`src/rtl/gpr_access_ctrl.sv`:
```
// rtl/gpr_access_ctrl.sv - round-robin sequencer for a 1R1W general-purpose register file
//
// Two requesters issue either a single-register write or a three-operand
// read-sum. One command is in flight at a time. Reads use the single
// combinational read port over three cycles and return the sum in one pulse.
//
// Ports:
//   clk, rst_n                  clock (rising edge), asynchronous active-low reset
//   reqN_valid/ready            command handshake for requester N (0, 1)
//   reqN_wr                     1 = write, 0 = read-sum
//   reqN_addr                   write: index in low REG_W bits;
//                               read: A in top REG_W bits, then B, then C
//   reqN_wdata                  write data
//   rsp_valid/rsp_id/rsp_data   one-cycle read-sum result, issuer id, sum
//   rf_raddr/rf_rdata           register file read port (rdata combinational)
//   rf_we/rf_waddr/rf_wdata     register file write port
//   busy                        a command is being executed

module gpr_access_ctrl #(
    parameter int DATA_W = 14,
    parameter int ADDR_W = 12,
    parameter int REG_W  = 4
) (
    input  logic              clk,
    input  logic              rst_n,
    input  logic              req0_valid,
    output logic              req0_ready,
    input  logic              req0_wr,
    input  logic [ADDR_W-1:0] req0_addr,
    input  logic [DATA_W-1:0] req0_wdata,
    input  logic              req1_valid,
    output logic              req1_ready,
    input  logic              req1_wr,
    input  logic [ADDR_W-1:0] req1_addr,
    input  logic [DATA_W-1:0] req1_wdata,
    output logic              rsp_valid,
    output logic              rsp_id,
    output logic [DATA_W-1:0] rsp_data,
    output logic [REG_W-1:0]  rf_raddr,
    input  logic [DATA_W-1:0] rf_rdata,
    output logic              rf_we,
    output logic [REG_W-1:0]  rf_waddr,
    output logic [DATA_W-1:0] rf_wdata,
    output logic              busy
);

    typedef enum logic [2:0] {
        S_IDLE,
        S_WR,
        S_RD_A,
        S_RD_B,
        S_RD_C,
        S_RESP
    } state_t;

    state_t state;
    state_t state_nxt;

    logic              cmd_wr;
    logic [ADDR_W-1:0] cmd_addr;
    logic [DATA_W-1:0] cmd_wdata;
    logic              cmd_id;
    logic              last_grant;
    logic [DATA_W-1:0] acc;
    logic [DATA_W-1:0] rsp_data_q;
    logic              rsp_id_q;
    logic [REG_W-1:0]  raddr_q;

    logic              idle;
    logic              any_valid;
    logic              grant_id;
    logic              hs;
    logic              hs_wr;
    logic [ADDR_W-1:0] hs_addr;
    logic [DATA_W-1:0] hs_wdata;

    logic [REG_W-1:0]  idx_a;
    logic [REG_W-1:0]  idx_b;
    logic [REG_W-1:0]  idx_c;

    assign idx_a = cmd_addr[ADDR_W-1         -: REG_W];
    assign idx_b = cmd_addr[ADDR_W-REG_W-1   -: REG_W];
    assign idx_c = cmd_addr[ADDR_W-2*REG_W-1 -: REG_W];

    // Round-robin: on contention the requester that did not win last time
    // gets the grant; otherwise the single valid requester wins.
    assign idle       = (state == S_IDLE);
    assign any_valid  = req0_valid | req1_valid;
    assign grant_id   = (req0_valid & req1_valid) ? ~last_grant : req1_valid;
    assign hs         = idle & any_valid;
    assign req0_ready = hs & ~grant_id;
    assign req1_ready = hs &  grant_id;

    assign hs_wr    = grant_id ? req1_wr    : req0_wr;
    assign hs_addr  = grant_id ? req1_addr  : req0_addr;
    assign hs_wdata = grant_id ? req1_wdata : req0_wdata;

    assign busy      = ~idle;
    assign rf_we     = (state == S_WR);
    assign rf_waddr  = cmd_addr[REG_W-1:0];
    assign rf_wdata  = cmd_wdata;
    assign rsp_valid = (state == S_RESP);
    assign rsp_data  = rsp_data_q;
    assign rsp_id    = rsp_id_q;

    always_comb begin
        state_nxt = state;
        rf_raddr  = raddr_q;
        case (state)
            S_IDLE: begin
                if (hs) begin
                    state_nxt = hs_wr ? S_WR : S_RD_A;
                end
            end
            S_WR:   state_nxt = S_IDLE;
            S_RD_A: begin
                rf_raddr  = idx_a;
                state_nxt = S_RD_B;
            end
            S_RD_B: begin
                rf_raddr  = idx_b;
                state_nxt = S_RD_C;
            end
            S_RD_C: begin
                rf_raddr  = idx_c;
                state_nxt = S_RESP;
            end
            S_RESP:  state_nxt = S_IDLE;
            default: state_nxt = S_IDLE;
        endcase
    end

    always_ff @(posedge clk or negedge rst_n) begin
        if (!rst_n) begin
            state      <= S_IDLE;
            cmd_wr     <= 1'b0;
            cmd_addr   <= '0;
            cmd_wdata  <= '0;
            cmd_id     <= 1'b0;
            last_grant <= 1'b1;
            acc        <= '0;
            rsp_data_q <= '0;
            rsp_id_q   <= 1'b0;
            raddr_q    <= '0;
        end else begin
            state   <= state_nxt;
            // Outside the read states rf_raddr already shows raddr_q, so this
            // only changes the held index while reading.
            raddr_q <= rf_raddr;
            case (state)
                S_IDLE: begin
                    if (hs) begin
                        cmd_wr     <= hs_wr;
                        cmd_addr   <= hs_addr;
                        cmd_wdata  <= hs_wdata;
                        cmd_id     <= grant_id;
                        last_grant <= grant_id;
                    end
                end
                S_RD_A: acc <= rf_rdata;
                S_RD_B: acc <= acc + rf_rdata;
                S_RD_C: begin
                    // The response registers are loaded here so the result is
                    // presented during RESP and then held until the next read.
                    acc        <= acc + rf_rdata;
                    rsp_data_q <= acc + rf_rdata;
                    rsp_id_q   <= cmd_id;
                end
                default: ;
            endcase
        end
    end

endmodule

```
`config.mk`:
```
export PLATFORM = sky130hd
export DESIGN_NAME = gpr_access_ctrl
export DESIGN_NICKNAME = d
export VERILOG_FILES = /design/src/rtl/gpr_access_ctrl.sv
export SDC_FILE = /design/constraint.sdc
export NUM_CORES = 1
export LEC_CHECK = 0
export ABC_CLOCK_PERIOD_IN_PS = 2100
export CAP_MARGIN = 20
export CORE_MARGIN = 8
export CORE_UTILIZATION = 35
export CTS_CLUSTER_SIZE = 28
export DETAILED_ROUTE_END_ITERATION = 8
export GPL_ROUTABILITY_DRIVEN = 0
export PLACE_DENSITY = 0.65
export SLEW_MARGIN = 20
export SYNTH_ARGS = -nofsm -noshare
export SYNTH_HDL_FRONTEND = slang
export SYNTH_SLANG_ARGS = --single-unit
```
`constraint.sdc`:
```
create_clock -name clk -period 2.1 [get_ports clk]
set_clock_uncertainty 0.05 [all_clocks]
set_input_delay 0.63 -clock clk [delete_from_list [all_inputs] [get_ports clk]]
set_output_delay 0.63 -clock clk [all_outputs]
set_load 0.01 [all_outputs]
```
Word-level counts from Yosys, hierarchy flattened
Index checks and enable logic that the tools add are counted.
Widths: inputs -> output; s select.
{"block": "word_totals", "ff_bits": 64, "out_inout_bits": 42, "word_cells": 37}
{"block": "op_classes", "addsub": 1, "eq_ne": 6, "n_mux": 9, "n_bitwise": 8, "reduce_logical": 4}
{"cell": "$pmux 14 s2", "count": 1}
{"cell": "$add 14x14->14", "count": 1}
{"cell": "$mux 14", "count": 1}
{"cell": "$mux 12", "count": 1}
{"cell": "$pmux 3 s4", "count": 1}
{"cell": "$pmux 4 s3", "count": 1}
{"cell": "$eq 3x2->1 const B", "count": 2}
{"cell": "$eq 3x3->1 const B", "count": 2}
{"cell": "$and 1x1->1", "count": 4}
{"cell": "$eq 3x1->1 const B", "count": 1}
{"cell": "$logic_not 3->1", "count": 1}
{"cell": "$mux 3", "count": 1}
{"cell": "$not 1->1", "count": 3}
{"cell": "$mux 1", "count": 2}
{"cell": "$mux 2", "count": 1}
{"cell": "$ne 2x1->1 const B", "count": 1}
{"cell": "$reduce_and 2->1", "count": 1}
{"cell": "$reduce_bool 2->1", "count": 1}
{"cell": "$reduce_or 2->1", "count": 1}
{"cell": "$or 1x1->1", "count": 1}

Depth between registers and ports, before layout
{"block": "depth", "depth_word": 6, "mapped_depth": 10, "ltp_nobuf": 10}

Worst setup path after synthesis
OpenSTA, ideal clock, no wires.
{"block": "synth_timing", "path_kind": "input port to flip-flop", "startpoint": "input rf_rdata[0]", "endpoint": "register acc[8]", "setup_time_ns": 0.087, "arrival_ns": 2.198, "slack_ns": -0.234, "cell_stages": 10, "n_path_buf": 0, "cell_sequence": "ha_1 inv_1 fa_1 nand2b_1 a21oi_2 a211oi_2 o21ai_1 xor2_1 a21oi_1 a211oi_2"}
{"block": "synth_between", "elab_chain_len": 2}
{"element": "start, declared", "line_no": "40", "text": "input logic [DATA_W-1:0] rf_rdata,"}
{"element": "$add 14x14->14", "line_no": "161, 165"}
{"element": "$pmux 14 s2", "line_no": "150", "text": "case (state)"}
{"element": "end signal, assigned", "line_no": "160", "text": "S_RD_A: acc <= rf_rdata;"}
{"element": "end signal, assigned", "line_no": "161", "text": "S_RD_B: acc <= acc + rf_rdata;"}
{"element": "end signal, assigned", "line_no": "165", "text": "acc <= acc + rf_rdata;"}
{"element": "end, declared", "line_no": "64", "text": "logic [DATA_W-1:0] acc;"}
Every way passes these cells.
A chain may end at the register's enable or synchronous reset.

Final worst setup path
{"block": "layout_timing", "startpoint": "register state[0]", "endpoint": "output rf_raddr[2]"}
{"block": "layout_between", "elab_chain_len": 2, "elab_cells_between_ends": 4, "classes_between": "eq/ne: 3; mux: 1"}
{"element": "start, declared", "line_no": "56", "text": "state_t state;"}
{"element": "start signal, assigned", "line_no": "146", "text": "state <= state_nxt;"}
{"element": "$eq 3x3->1 / $eq 3x2->1 (equally long branches)", "line_no": "109", "text": "case (state)"}
{"element": "$pmux 4 s3 *", "line_no": "109"}
{"element": "end, declared", "line_no": "39", "text": "output logic [REG_W-1:0] rf_raddr,"}
Every way passes the cells marked *; elsewhere a longest branch is shown, timed or not.

==> qor.log <==
[synth] synth warn 0
[timing] maximum achievable frequency 0.4492 GHz
[cts] Reg clk slew, reported paths 0.08 ns
[synth] fraction of the yosys area taken by sequential cells 44.10%
[critical_path] Crit path max-delay family flip-flops
[outcome] violations in the final reports setup timing
[routing] Post-route DRC 0
[synth] dominant register cell in the synthesized netlist sky130_fd_sc_hd__dfrtp_1
[grt] global-route wire length before repair 20,000 µm
[synth] Syn Std Cell Area 3635 µm²
[grt] maximum number of pins on one net before global-route repair 30
[timing] tightest slew margin relative to the limit 68.22%
[synth] Synth Area in Compound Gates 25.16%
[critical_path] critical-path maximum fanout 5
[critical_path] Worst setup EP type output pin
[cts] number of buffers created by CTS 9
[critical_path] required time at the endpoint of the critical path 1.42 ns
[cells_and_area] Antenna Diode Count 0
[synth] number of nets produced by synthesis 461
[floorplan] Initial Util 35.69%
[timing] actual slew at the worst max-slew pin 0.4767 ns
[floorplan] floorplan die width 117.9 µm
[cells_and_area] multi-input gate area in the final layout 2132 µm²
[critical_path] CP startpoint state[0]
[critical_path] register-to-register setup slack -0.08 ns
[timing] count of endpoints failing hold in the final timing report 0
[synth] mux share of post-synthesis cell area 4.337%
[routing] vias per cell 5.243
[outcome] result of the run finished, violations left
[placed_design] HPWL after DPL 9127 µm
[critical_path] number of cells traversed by the worst register-to-register path 10
[timing] Final setup viols 6
[power] P_leak 2.724 nW
[synth] Post-Syn Area per Cell 9.693 µm²
[timing] post-route setup slack -0.1263 ns
[cts] clock root cell sky130_fd_sc_hd__clkbuf_8
[cts] CTS tree done
[placed_design] port buffer count 113
[power] Design Power 0.009741 W
[min_path] classification of the worst-slack hold path in2async
[critical_path] Data arrival, critical path 1.55 ns
[cts] clock sink count 64
[critical_path] Crit Path Category reg2out
[placed_design] Placed Area 5430 µm²
[critical_path] longest individual stage delay on the worst path 0.43 ns
[routing] antenna viol nets, final 0
[grt] vias in the first global route 4,041
[critical_path] Buf/Inv on CP 2
[grt] total congestion overflow after global routing 0
[critical_path] cell with the largest stage delay on the worst path sky130_fd_sc_hd__dfrtp_1
[timing] RSZ-0062 raised after global routing true
[power] highest ir drop seen on vdd 646.4 µV
[synth] fraction of registers with async set or reset after synthesis 100.0%
[synth] xor and xnor area share after synthesis 3.339%
[critical_path] type of element launching the critical path flip-flop
[routing] post-detailed-routing wire length 12,030 µm
[critical_path] ordered cell list for the critical path buf_6, mux2i_1, nand2_1, o211ai_1, o21ai_1, buf_2
[synth] library cells used by synthesis 54
[timing] Tmin final 2.226 ns
[cts] number of buffers on the longest clock path 2
[flow_run] number of maximum-capacitance violations 0
[critical_path] source of the worst register-to-register timing path acc[0]
[routing] First-pass DRT Iterations 5
[routing] detailed-route via count 3,649
[cells_and_area] total area of sequential cells 1604 µm²
[routing] DRC marker count from the first detailed-route iteration 291
[synth] Post-Synth Adder-Cell Area 5.026%
[timing] post-route clock period utilization 106.0%
[cells_and_area] area added between synthesis and finish 65.99%
[cts] latest clock arrival within the worst-skew pair 0.34 ns
[floorplan] Std-Cell Core Area 10,180 µm²
[grt] number of antenna violations at the first check in global routing 0
[floorplan] number of standard-cell rows in the floorplan 37
[synth] main combinational cell family by area after synthesis compound AO/OA/AOI/OAI gates
[critical_path] reg-to-reg critical path endpoint acc[8]
[synth] Seq cells post-synth 64
[cells_and_area] share of cells above drive strength 1 33.75%
[cells_and_area] fillers 867
[floorplan] Die Height 117.9 µm
[cells_and_area] post-route cell area 6033 µm²
[synth] area share of and/or/nand/nor cells after synthesis 9.880%
[timing] final max-slew violation count 0
[synth] Post-synth EDFFs 0
[grt] gr usage total 17.49%
[floorplan] ports placed on the boundary 114
[synth] Mapped Cells 375
[cells_and_area] Final Net Count 641
[power] total power divided by cell area 1615 nW/µm²
[floorplan] full die area 13,900 µm²
[routing] mean routed wirelength per cell 17.29 µm
[cts] deepest level of the CTS H-tree 3
==> area by class of cell <==
| class | count | share of cell area, % |
|---|---|---|
| Tap cell | 136 | 2.820 |
| Clock inverter | 6 | 1.535 |
| Sequential cell | 64 | 26.59 |
| Inverter | 37 | 2.302 |
| Clock buffer | 10 | 2.281 |
| Timing Repair Buffer | 196 | 29.14 |
| Multi-Input combinational cell | 247 | 35.34 |
==> metrics by stage <==
stage | std cells | setup slack (ns) | hold WS (ns) | setup TNS (ns) | utilization [%]
floorplan | 375 | -0.1617 | 0.2844 | -0.6762 | -
global placement | 664 | -0.7778 | 0.4116 | -19.32 | 53.32
detailed placement | 664 | -0.8613 | 0.4169 | -21.39 | 53.32
CTS | 691 | -0.1549 | 0.1858 | -0.5122 | 57.52
global route | 696 | -0.2850 | 0.2152 | -1.617 | 59.24
finish | 696 | -0.1263 | 0.1853 | -0.5498 | 59.24
==> registers in the layout (all words and copies together) (netlist names) <==
| signal | cells |
|---|---|
| rsp_id | 1 |
| state | 3 |
| rf_wdata | 14 |
| last_grant | 1 |
| raddr_q | 4 |
| acc | 14 |
| cmd_id | 1 |
| rsp_data | 14 |
| cmd_addr | 12 |
==> synthesized netlist by cell type (all sizes together) (3+ instances only) <==
cell	number	area (µm²)
o221ai	5	43.79
a21oi	27	142.6
xor2	5	43.79
inv	37	138.9
nor2	24	100.1
nor3	5	25.02
nand2b	3	18.77
nand2	39	151.4
clkbuf	8	30.03
mux2	6	67.56
o22ai	7	43.79
a21o	5	37.54
a222oi	26	260.3
o211ai	7	57.55
ha	13	162.7
a221oi	3	26.28
nand3	4	20.02
dfrtp	63	1577
xnor2	8	77.58
a31oi	4	25.02
o21ai	23	118.9
buf	19	127.6
mux2i	9	90.09
a211oi	5	47.54
==> report_power, final <==
part | internal, W | switching, W
Combinational | 0.00329 | 0.00289
Sequential | 0.00186 | 0.000468
Clock | 0.000705 | 0.000528
==> placed cells by master, fill, tap and decap left out, types with 5 or more instances in the layout <==
| master | netlist | final |
|---|---|---|
| sky130_fd_sc_hd__clkdlybuf4s50_1 | 0 | 88 |
| sky130_fd_sc_hd__buf_4 | 4 | 72 |
| sky130_fd_sc_hd__dfrtp_1 | 63 | 62 |
| sky130_fd_sc_hd__nand2_1 | 37 | 34 |
| sky130_fd_sc_hd__inv_1 | 33 | 30 |
| sky130_fd_sc_hd__a222oi_1 | 26 | 26 |
| sky130_fd_sc_hd__nor2_1 | 22 | 18 |
| sky130_fd_sc_hd__a21oi_1 | 25 | 15 |
| sky130_fd_sc_hd__ha_4 | 0 | 13 |
| sky130_fd_sc_hd__buf_6 | 4 | 11 |
| sky130_fd_sc_hd__clkbuf_8 | 0 | 10 |
| sky130_fd_sc_hd__buf_2 | 9 | 10 |
| sky130_fd_sc_hd__mux2i_1 | 9 | 9 |
| sky130_fd_sc_hd__o21ai_1 | 12 | 9 |
| sky130_fd_sc_hd__a21oi_2 | 2 | 9 |
| sky130_fd_sc_hd__o21ai_0 | 10 | 9 |
| sky130_fd_sc_hd__dlygate4sd2_1 | 0 | 8 |
| sky130_fd_sc_hd__inv_2 | 4 | 7 |
| sky130_fd_sc_hd__o22ai_1 | 7 | 7 |
| sky130_fd_sc_hd__o211ai_1 | 6 | 6 |
| sky130_fd_sc_hd__xnor2_1 | 7 | 6 |
| sky130_fd_sc_hd__o21ai_2 | 1 | 5 |
| sky130_fd_sc_hd__a21o_1 | 5 | 5 |
| sky130_fd_sc_hd__o221ai_1 | 5 | 5 |
| sky130_fd_sc_hd__mux2_2 | 5 | 5 |
==> kinds of logic after synthesis <==
| kind of cell | after synthesis |
|---|---|
| adders and majority gates | 14 |
| muxes | 15 |
| xor gates and xnor gates | 13 |
| buffers and inverters | 64 |
| and+or+nand+nor | 82 |
| DFF | 64 |
| AOI/OAI and AO/OA | 123 |
==> worst max path at each step <==
stage,to,slack [ns],cells past startpoint
global route,rf_raddr[2],-0.28,6
floorplan,acc[12],-0.16,10
detailed placement,acc[8],-0.86,11
global placement,acc[8],-0.78,11
CTS,rf_raddr[2],-0.15,6
finish,rf_raddr[2],-0.13,6
==> per-layer routing <==
layer	part of all wire (%)	vias to the layer above	wire [µm]	global-route usage, %
met2	48	159	5729	28.83
li1	-	1733	-	-
met4	1.5	0	179	6.485
met5	0	-	0	0
met3	11	14	1345	8.106
met1	40	1743	4778	19.35
==> what timing repair did <==
item	in CTS	in global routing
gates resized for setup	88	37
pin swaps	27	26
hold endpoints to repair	0	0
setup endpoints to repair	28	26
setup buffers	11	8
hold buffers	0	0
Power figures use the tool's default switching activity.
